--- src/rtl/seg_scan_if.sv ---
// seg_scan_if: load/value request side and display outputs of the
// multiplexed 7-segment driver, bundled for the CPU-to-pad boundary.
interface seg_scan_if #(
    parameter int unsigned DATA_W = 8,
    parameter int unsigned DIGITS = 3
);
    logic              load;
    logic [DATA_W-1:0] value;
    logic              busy;
    logic              ovf;
    logic [6:0]        seg;
    logic [DIGITS-1:0] dig_en;

    modport master (
        output load,
        output value,
        input  busy,
        input  ovf,
        input  seg,
        input  dig_en
    );

    modport slave (
        input  load,
        input  value,
        output busy,
        output ovf,
        output seg,
        output dig_en
    );
endinterface

--- src/rtl/seg_scan_display.sv ---
// seg_scan_display: bit-serial double-dabble BCD conversion feeding a
// time-multiplexed 7-segment scanner with zero blanking and overflow dashes.
module seg_scan_display #(
    parameter int unsigned DATA_W      = 8,
    parameter int unsigned DIGITS      = 3,
    parameter int unsigned SCAN_DIV    = 1024,
    parameter int unsigned SEG_ACT_LOW = 0,
    parameter int unsigned DIG_ACT_LOW = 1,
    parameter int unsigned BLANK_LZ    = 1
) (
    input logic       clk,
    input logic       rst_n,
    seg_scan_if.slave bus
);

    localparam int unsigned BW = 4 * DIGITS;
    localparam int unsigned CW = $clog2(DATA_W + 1);
    localparam int unsigned PW = $clog2(SCAN_DIV);
    localparam int unsigned IW = (DIGITS > 1) ? $clog2(DIGITS) : 1;
    localparam logic [31:0] LIMIT = 32'(10 ** DIGITS - 1);
    localparam logic [6:0] DASH = 7'b0000001;
    localparam logic [6:0] SEG_OFF = (SEG_ACT_LOW != 0) ? 7'h7F : 7'h00;
    localparam logic [DIGITS-1:0] DIG_OFF =
        (DIG_ACT_LOW != 0) ? {DIGITS{1'b1}} : {DIGITS{1'b0}};

    typedef enum logic [1:0] {
        IDLE   = 2'd0,
        SHIFT  = 2'd1,
        COMMIT = 2'd2
    } state_t;

    state_t            state_q, state_d;
    logic [DATA_W-1:0] sh_q, sh_d;
    logic [DATA_W-1:0] pval_q, pval_d;
    logic [BW-1:0]     wrk_q, wrk_d;
    logic [BW-1:0]     disp_q, disp_d;
    logic [CW-1:0]     cnt_q, cnt_d;
    logic              wovf_q, wovf_d;
    logic              ovf_q, ovf_d;
    logic              pend_q, pend_d;
    logic              cap;
    logic [DATA_W-1:0] cval;

    logic [PW-1:0]     pre_q;
    logic [IW-1:0]     idx_q;
    logic [6:0]        seg_q, seg_d;
    logic [DIGITS-1:0] dig_q, dig_d;
    logic              tc;
    logic [3:0]        nib;
    logic              lz;
    logic [6:0]        gly;
    logic [DIGITS-1:0] oh;

    function automatic logic [BW-1:0] dabble(input logic [BW-1:0] b);
        logic [BW-1:0] r;
        r = b;
        for (int i = 0; i < int'(DIGITS); i++) begin
            if (r[4*i +: 4] > 4'd4) r[4*i +: 4] = r[4*i +: 4] + 4'd3;
        end
        return r;
    endfunction

    function automatic logic [6:0] glyph(input logic [3:0] d);
        logic [6:0] g;
        case (d)
            4'd0:    g = 7'b1111110;
            4'd1:    g = 7'b0110000;
            4'd2:    g = 7'b1101101;
            4'd3:    g = 7'b1111001;
            4'd4:    g = 7'b0110011;
            4'd5:    g = 7'b1011011;
            4'd6:    g = 7'b1011111;
            4'd7:    g = 7'b1110000;
            4'd8:    g = 7'b1111111;
            4'd9:    g = 7'b1110011;
            default: g = 7'b0000000;
        endcase
        return g;
    endfunction

    always_ff @(posedge clk or negedge rst_n) begin
        if (!rst_n) state_q <= IDLE;
        else        state_q <= state_d;
    end

    // COMMIT chains straight into the next conversion when work is queued
    always_comb begin
        state_d = state_q;
        unique case (state_q)
            IDLE:    if (bus.load) state_d = SHIFT;
            SHIFT:   if (cnt_q == CW'(DATA_W - 1)) state_d = COMMIT;
            COMMIT:  state_d = (bus.load || pend_q) ? SHIFT : IDLE;
            default: state_d = IDLE;
        endcase
    end

    always_comb begin
        bus.busy   = (state_q != IDLE);
        bus.ovf    = ovf_q;
        bus.seg    = seg_q;
        bus.dig_en = dig_q;
    end

    always_comb begin
        sh_d   = sh_q;
        wrk_d  = wrk_q;
        wovf_d = wovf_q;
        cnt_d  = cnt_q;
        pend_d = pend_q;
        pval_d = pval_q;
        disp_d = disp_q;
        ovf_d  = ovf_q;
        cap    = 1'b0;
        cval   = bus.value;
        unique case (state_q)
            IDLE: cap = bus.load;
            SHIFT: begin
                {wrk_d, sh_d} = {dabble(wrk_q), sh_q} << 1;
                cnt_d = cnt_q + CW'(1);
                if (bus.load) begin
                    pend_d = 1'b1;
                    pval_d = bus.value;
                end
            end
            COMMIT: begin
                disp_d = wrk_q;
                ovf_d  = wovf_q;
                cap    = bus.load || pend_q;
                cval   = bus.load ? bus.value : pval_q;
                pend_d = 1'b0;
            end
            default: ;
        endcase
        if (cap) begin
            sh_d   = cval;
            wrk_d  = '0;
            wovf_d = 32'(cval) > LIMIT;
            cnt_d  = '0;
        end
    end

    always_ff @(posedge clk or negedge rst_n) begin
        if (!rst_n) begin
            sh_q   <= '0;
            wrk_q  <= '0;
            wovf_q <= 1'b0;
            cnt_q  <= '0;
            pend_q <= 1'b0;
            pval_q <= '0;
            disp_q <= '0;
            ovf_q  <= 1'b0;
        end else begin
            sh_q   <= sh_d;
            wrk_q  <= wrk_d;
            wovf_q <= wovf_d;
            cnt_q  <= cnt_d;
            pend_q <= pend_d;
            pval_q <= pval_d;
            disp_q <= disp_d;
            ovf_q  <= ovf_d;
        end
    end

    assign tc = (pre_q == PW'(SCAN_DIV - 1));

    // A digit is leading when it and every higher digit are zero
    always_comb begin
        nib = disp_q[4*idx_q +: 4];
        lz  = 1'b1;
        for (int i = 0; i < int'(DIGITS); i++) begin
            if (i >= int'(idx_q) && disp_q[4*i +: 4] != 4'd0) lz = 1'b0;
        end
        if (ovf_q)
            gly = DASH;
        else if (BLANK_LZ != 0 && idx_q != '0 && lz)
            gly = 7'b0000000;
        else
            gly = glyph(nib);
        seg_d = (SEG_ACT_LOW != 0) ? ~gly : gly;
        oh    = DIGITS'(1) << idx_q;
        dig_d = (DIG_ACT_LOW != 0) ? ~oh : oh;
    end

    always_ff @(posedge clk or negedge rst_n) begin
        if (!rst_n) begin
            pre_q <= '0;
            idx_q <= '0;
            seg_q <= SEG_OFF;
            dig_q <= DIG_OFF;
        end else begin
            pre_q <= tc ? '0 : pre_q + PW'(1);
            if (tc) begin
                idx_q <= (idx_q == IW'(DIGITS - 1)) ? '0 : idx_q + IW'(1);
                seg_q <= seg_d;
                dig_q <= dig_d;
            end
        end
    end

endmodule
--- src/flat_wrapper.sv ---
// flat-port wrapper written by rule: the top's interface ports become plain ports
module seg_scan_display_flat 
#(
    parameter int unsigned DATA_W      = 8,
    parameter int unsigned DIGITS      = 3,
    parameter int unsigned SCAN_DIV    = 1024,
    parameter int unsigned SEG_ACT_LOW = 0,
    parameter int unsigned DIG_ACT_LOW = 1,
    parameter int unsigned BLANK_LZ    = 1
)
  (clk, rst_n, bus_load, bus_value, bus_busy, bus_ovf, bus_seg, bus_dig_en);
  seg_scan_if #(.DATA_W(DATA_W), .DIGITS(DIGITS)) bus_i ();
  input logic clk;
  input logic rst_n;
  input wire logic [$bits(bus_i.load)-1:0] bus_load;
  input wire logic [$bits(bus_i.value)-1:0] bus_value;
  output wire logic [$bits(bus_i.busy)-1:0] bus_busy;
  output wire logic [$bits(bus_i.ovf)-1:0] bus_ovf;
  output wire logic [$bits(bus_i.seg)-1:0] bus_seg;
  output wire logic [$bits(bus_i.dig_en)-1:0] bus_dig_en;
  assign bus_i.load = bus_load;
  assign bus_i.value = bus_value;
  assign bus_busy = bus_i.busy;
  assign bus_ovf = bus_i.ovf;
  assign bus_seg = bus_i.seg;
  assign bus_dig_en = bus_i.dig_en;
  seg_scan_display #(.DATA_W(DATA_W), .DIGITS(DIGITS), .SCAN_DIV(SCAN_DIV), .SEG_ACT_LOW(SEG_ACT_LOW), .DIG_ACT_LOW(DIG_ACT_LOW), .BLANK_LZ(BLANK_LZ)) u_core (.clk(clk), .rst_n(rst_n), .bus(bus_i));
endmodule
--- config.mk ---
export PLATFORM = sky130hd
export DESIGN_NAME = seg_scan_display_flat
export DESIGN_NICKNAME = d
export VERILOG_FILES = /design/src/rtl/seg_scan_if.sv /design/src/rtl/seg_scan_display.sv /design/src/flat_wrapper.sv
export SDC_FILE = /design/constraint.sdc
export NUM_CORES = 1
export LEC_CHECK = 0
export CORE_ASPECT_RATIO = 0.5
export CORE_MARGIN = 2
export CORE_UTILIZATION = 50
export CTS_CLUSTER_DIAMETER = 150
export DETAILED_ROUTE_END_ITERATION = 6
export GPL_TIMING_DRIVEN = 0
export PLACE_DENSITY_LB_ADDON = 0.08
export SYNTH_ARGS = -nofsm -noshare
export SYNTH_HDL_FRONTEND = slang
export SYNTH_SLANG_ARGS = --single-unit
--- constraint.sdc ---
create_clock -name clk -period 5.1 [get_ports clk]
set_input_delay 1.02 -clock clk [delete_from_list [all_inputs] [get_ports clk]]
set_output_delay 1.02 -clock clk [all_outputs]
set_load 0.02 [all_outputs]
# == After elaboration in Yosys (flattened, before gate mapping) ==
# Memory sizes are Yosys's and may differ from the RTL's.
# Index checks and enable logic that the tools add are counted.
# classes
n_addsub,6
multipliers,0
n_div,0
order_cmp,6
n_eq_ne,8
shift,2
n_mux,24
bitwise_logic,1
n_reduce_logical,15
# op_table
operator,n
$mux W8,4
$mux W12,2
$mux W4,4
$gt A4 B3 Y1 const B,3
$reduce_bool A4 Y1,3
$shiftx A12 B5 Y4,1
$add A10 B1 Y10 const B,1
$eq A10 B10 Y1 const B,1
$mux W10,1
$add A4 B2 Y4 const B,2
$reduce_bool A2 Y1,4
$mux W7,1
$mux W2,3
$pmux W2 S3,1
$mux W1,5
$add A4 B1 Y4 const B,1
$eq A2 B2 Y1 const B,2
$eq A4 B3 Y1 const B,1
$ge A1 B2 Y1 const A,2
$logic_and A1 B1 Y1,4
$ne A2 B2 Y1 const B,2
$pmux W1 S2,2
$reduce_and A2 Y1,2
$add A3 B2 Y3 const B,1
9 further kinds,9
# word_totals
regBits,69
latch_bits,0
ramBits,0
mem_bits_ro,112
inputBits,11
wordCells,74
memories,1
# mem_list
memory,words,word_bits,rd,rd_ports_with_merged_regs,write_ports,line_no,source
(no name shown),16,7,1,0,0,seg_scan_display.sv:65,case (d)

# == Longest topological paths before layout ==
# logic_depth
word_depth,7
mapped_depth,10

# == Worst setup path before layout ==
# No wires, ideal clock.
# synth_timing
kind,input to register
start,input port bus_load
end,register u_core.sh_q[4]
setup_time_ps,141
t_arrival_ps,1830
setup_slack_ps,3129
path_stages,6
n_path_buf,2
cell_sequence,a21oi_1 or2_2 clkbuf_1 buf_2 a211oi_1 a31oi_1
# synth_between
elab_chain_len,3
elab_cells_between_ends,6
# synth_lines
element,line_no,source
"start, declared",flat_wrapper.sv:15,input wire logic [$bits(bus_i.load)-1:0] bus_load;
$logic_or A1 B1 Y1 or $mux W8 (tied branches),n/a,
$pmux W1 S2 or $mux W8 (tied branches),seg_scan_display.sv:115,unique case (state_q)
$mux W8 or $reduce_bool A2 Y1 (tied branches),n/a,
"end signal, assigned",seg_scan_display.sv:144,sh_q <= '0;
"end signal, assigned",seg_scan_display.sv:153,sh_q <= sh_d;
"end, declared",seg_scan_display.sv:33,"logic [DATA_W-1:0] sh_q, sh_d;"
# Several ways; a longest one is shown, not always the timed one.
# A chain may end at the register's enable or synchronous reset.

# == Worst setup path after layout ==
# layout_timing
start,register u_core.state_q[1]
end,output port bus_busy
# layout_between
elab_chain_len,1
# layout_lines
element,line_no,source
"start, declared",seg_scan_display.sv:32,"state_t state_q, state_d;"
"start signal, assigned",seg_scan_display.sv:83,else state_q <= state_d;
$reduce_bool A2 Y1,seg_scan_display.sv:98,bus.busy = (state_q != IDLE);
"end, declared",flat_wrapper.sv:17,output wire logic [$bits(bus_i.busy)-1:0] bus_busy;
# No other way between the ends.

==> flow_summary_export.csv <==
group,metric,value,unit
outcome,status,"complete, no violations",
drt,drt_pre_antenna_iters,4,
worst_setup_path,critical_path.startpoint_type,"register",
die,io_pins,23,
sta,worst-slew-pin-transition,0.861,ns
logic_synthesis,syn_inst,323,
sta,maxSlewHeadroom,0.426,
power,max-vdd-ir-drop,0.000302,V
logic_synthesis,ys_warnings,0,
placement,detailedPlacementHpwl,4390,microns
global_routing,number_of_antenna_violations_at_the_first_check_in_global_routing,0,
sta,fmax,381,MHz
worst_setup_path,cpPeakStageDelay,0.54,ns
cts,clkLatencyLatePin,0.33,ns
final_layout,post_route_cells_drive_above_1_share,0.161,
cts,cts.path.max_buffers,2,
global_routing,grt_first_pass_wirelength,11100,microns
worst_setup_path,reg2reg_depth,8,
sta,tns,0,ns
global_routing,groute.usage.overall,0.189,
worst_setup_path,rrSetupSlack,3.02,ns
die,design.die.area,7500,sq um
cts,cts_tree,"built",
global_routing,grt.met2_usage,0.302,
drt,detail_route.vias_per_cell,5.32,
die,die-width,120,microns
power,leakagePower,1.75,nW
cts,cell_at_the_root_of_the_clock_tree,"sky130_fd_sc_hd__clkbuf_16",
final_layout,antenna_cells_inserted,0,
sta,finalClockSkew,0.00601,ns
logic_synthesis,netlist.top_cell.by_area,"sky130_fd_sc_hd__dfrtp_1",
worst_setup_path,worstPathMaxFanout,5,
worst_setup_path,timing_worst_setup_path_type,"reg2out",
sta,final.min_clock_period,2.62,ns
worst_setup_path,crit_path_end_kind,"primary output",
logic_synthesis,yosysSeqAreaShare,0.510,
final_layout,most_frequent_standard_cell_in_the_layout_excluding_fill_and_tap_cells,"sky130_fd_sc_hd__dfrtp_1",
die,area_of_the_core,6620,sq um
logic_synthesis,synth_cell_types,52,
sta,rsz0062_at_grt,"false",
global_routing,total_global_routing_overflow,0,
cts,cts.repair_timing.setup_buffer_count,0,
logic_synthesis,synth_top_area_share,0.487,
drt,drtAntennaViolNets,0,
logic_synthesis,synth_edf_count,0,
cts,cts-buffers-inserted,9,
cts,cts.repair.resized,0,
global_routing,grt_pass1_vias,2375,
cts,ctsHtreeMaxLevel,3,
power,power,2.06,mW
min_path,timing.hold.worst_path_depth,1,
cts,clock_sink_count,69,
die,effective_utilization_at_floorplan,0.512,
cts,clk_transition_reported_paths,0.05,ns
power,cellPowerDensity,517,nW/um^2
final_layout,area.growth.synth_to_final,17.3,%
die,standard_cell_rows,21,
die,die-height,62.2,microns
placement,globalplace.congestion,0.790,
logic_synthesis,syn-cell-area,3390,sq um
logic_synthesis,yosys_most_used_dff,"sky130_fd_sc_hd__dfrtp_1",
worst_setup_path,regToRegStartpoint,"u_core.idx_q[1]",
worst_setup_path,critPathRequiredTime,4.08,ns
sta,finalMaxSlewViolations,0,
drt,detail_route.drc_violations,0,
drt,wire_per_inst,14.1,microns
worst_setup_path,worst-endpoint-arrival,1.60,ns
drt,wirelength,6380,microns
sta,setup_viol_count_final,0,
worst_setup_path,end_of_the_worst_register_to_register_path,"u_core.bus.seg[3]",
worst_setup_path,worstPathCellList,"or2_2 -> clkdlybuf4s50_1",
cts,holdBufCountCts,0,
placement,place.port_buffers,21,
global_routing,gr-usage-met3,0.0772,
sta,fin_hold_ws,0.463,ns
drt,routed-via-count,2405,
final_layout,num-nets-final,376,
global_routing,largest_net_degree_at_the_start_of_global_routing,70,
min_path,min-delay-start,"u_core.pre_q[0]",
logic_synthesis,synth_seq_cells,69,
sta,finalHoldViolCount,0,
drt,detail_route.iter0.violations,109,
global_routing,peak_usage_layer_in_the_global_routing_report,"met2",
min_path,worst_hold_path_type,"reg2reg",
logic_synthesis,synthTopCellsByArea,"sky130_fd_sc_hd__dfrtp_1, sky130_fd_sc_hd__mux2_2, sky130_fd_sc_hd__nand2_1",
job,cap_viol_max_count,0,
final_layout,layout.cells.most_common_list,"sky130_fd_sc_hd__dfrtp_1, sky130_fd_sc_hd__nand2_1, sky130_fd_sc_hd__nor2_1, sky130_fd_sc_hd__o21ai_0, sky130_fd_sc_hd__clkdlybuf4s50_1",
sta,final_cycle_utilization_of_the_critical_path,0.514,
logic_synthesis,syn_area_per_cell,10.5,sq um
worst_setup_path,critPathSlowestCell,"sky130_fd_sc_hd__clkdlybuf4s50_1",
logic_synthesis,async_reset_ff_frac,1.00,
global_routing,groute.layer.met1.usage,0.237,
min_path,min_to,"u_core.pre_q[0]",
logic_synthesis,postSynthNetCount,344,
-- layout make-up --
| type | count | area (sq um) |
|---|---|---|
| inverter | 15 | 56.3 |
| tap | 92 | 115 |
| sequential | 69 | 1730 |
| multi-input combinational | 222 | 1510 |
| clock inverter | 2 | 10.0 |
| timing repair buffer | 21 | 208 |
| fill | 604 | 2640 |
| clock buffer | 14 | 254 |
| buffer | 17 | 98.8 |
-- critical path, delay by kind of cell, from the launching register on --
kind / cells / cell delay [ns]
buf+inv: 1 / 0.54
flops: 1 / 0.42
simple gates: 1 / 0.32
-- worst max path at each step --
stage | start | end | slack, ns | cells after the start
6_report | u_core.state_q[1] | bus_busy | 2.48 | 2
3_5_place_dp | bus_load | u_core.sh_q[4] | 2.42 | 7
2_1_floorplan | bus_load | u_core.sh_q[4] | 3.13 | 6
4_1_cts | u_core.state_q[1] | bus_busy | 2.47 | 2
3_3_place_gp | rst_n | u_core.pval_q[6] | 0.75 | 1
5_1_grt | u_core.state_q[1] | bus_busy | 2.44 | 2
-- Yosys cell counts (6+ instances only) --
cell type and instances:
sky130_fd_sc_hd__a211oi_1 10, sky130_fd_sc_hd__a21oi_1 10, sky130_fd_sc_hd__a22o_1 6, sky130_fd_sc_hd__a31oi_1 7
sky130_fd_sc_hd__buf_2 7, sky130_fd_sc_hd__dfrtp_1 66, sky130_fd_sc_hd__ha_1 10, sky130_fd_sc_hd__inv_1 14
sky130_fd_sc_hd__mux2_2 14, sky130_fd_sc_hd__nand2_1 37, sky130_fd_sc_hd__nand3_1 15, sky130_fd_sc_hd__nor2_1 22
sky130_fd_sc_hd__nor2b_1 7, sky130_fd_sc_hd__o21ai_0 22, sky130_fd_sc_hd__xnor2_1 7
-- power by group --
part,switching (mW),internal [mW]
registers,0.122,0.711
clock network,0.211,0.341
logic,0.380,0.294
total,0.713,1.35
-- per-stage QoR --
stage          setup WS, ns  cell area, sq um  utilization  instances
2_1_floorplan          3.13              3390            -        323
3_3_place_gp          0.747              3720        0.561        436
3_5_place_dp           2.42              3710        0.561        436
4_1_cts                2.47              3980        0.601        452
5_1_grt                2.44              3980        0.601        452
6_report               2.48              3980        0.601        452
-- cell families after synthesis --
logic type	share of synthesized area
muxes	0.0679
DFF	0.510
AOI/OAI and AO/OA	0.158
other	0.00111
xor gates and xnor gates	0.0310
buffers and inverters	0.0458
and+or+nand+nor	0.149
adders and majority gates	0.0369
-- flip-flops by register name, summed over array words and instances (netlist names) --
signal             flops
u_core.bus.dig_en      3
u_core.bus.seg         7
u_core.cnt_q           4
u_core.disp_q         12
u_core.idx_q           2
u_core.pend_q          1
u_core.pre_q          10
u_core.pval_q          8
u_core.sh_q            8
u_core.state_q         2
u_core.wrk_q          12
-- layer usage --
layer | part of all wire | up-vias
li1 | - | 1188
met1 | 0.47 | 1164
met2 | 0.47 | 44
met3 | 0.049 | 9
met4 | 0.011 | 0
met5 | 0 | -
No activity file was read; power rests on OpenSTA's default activity.
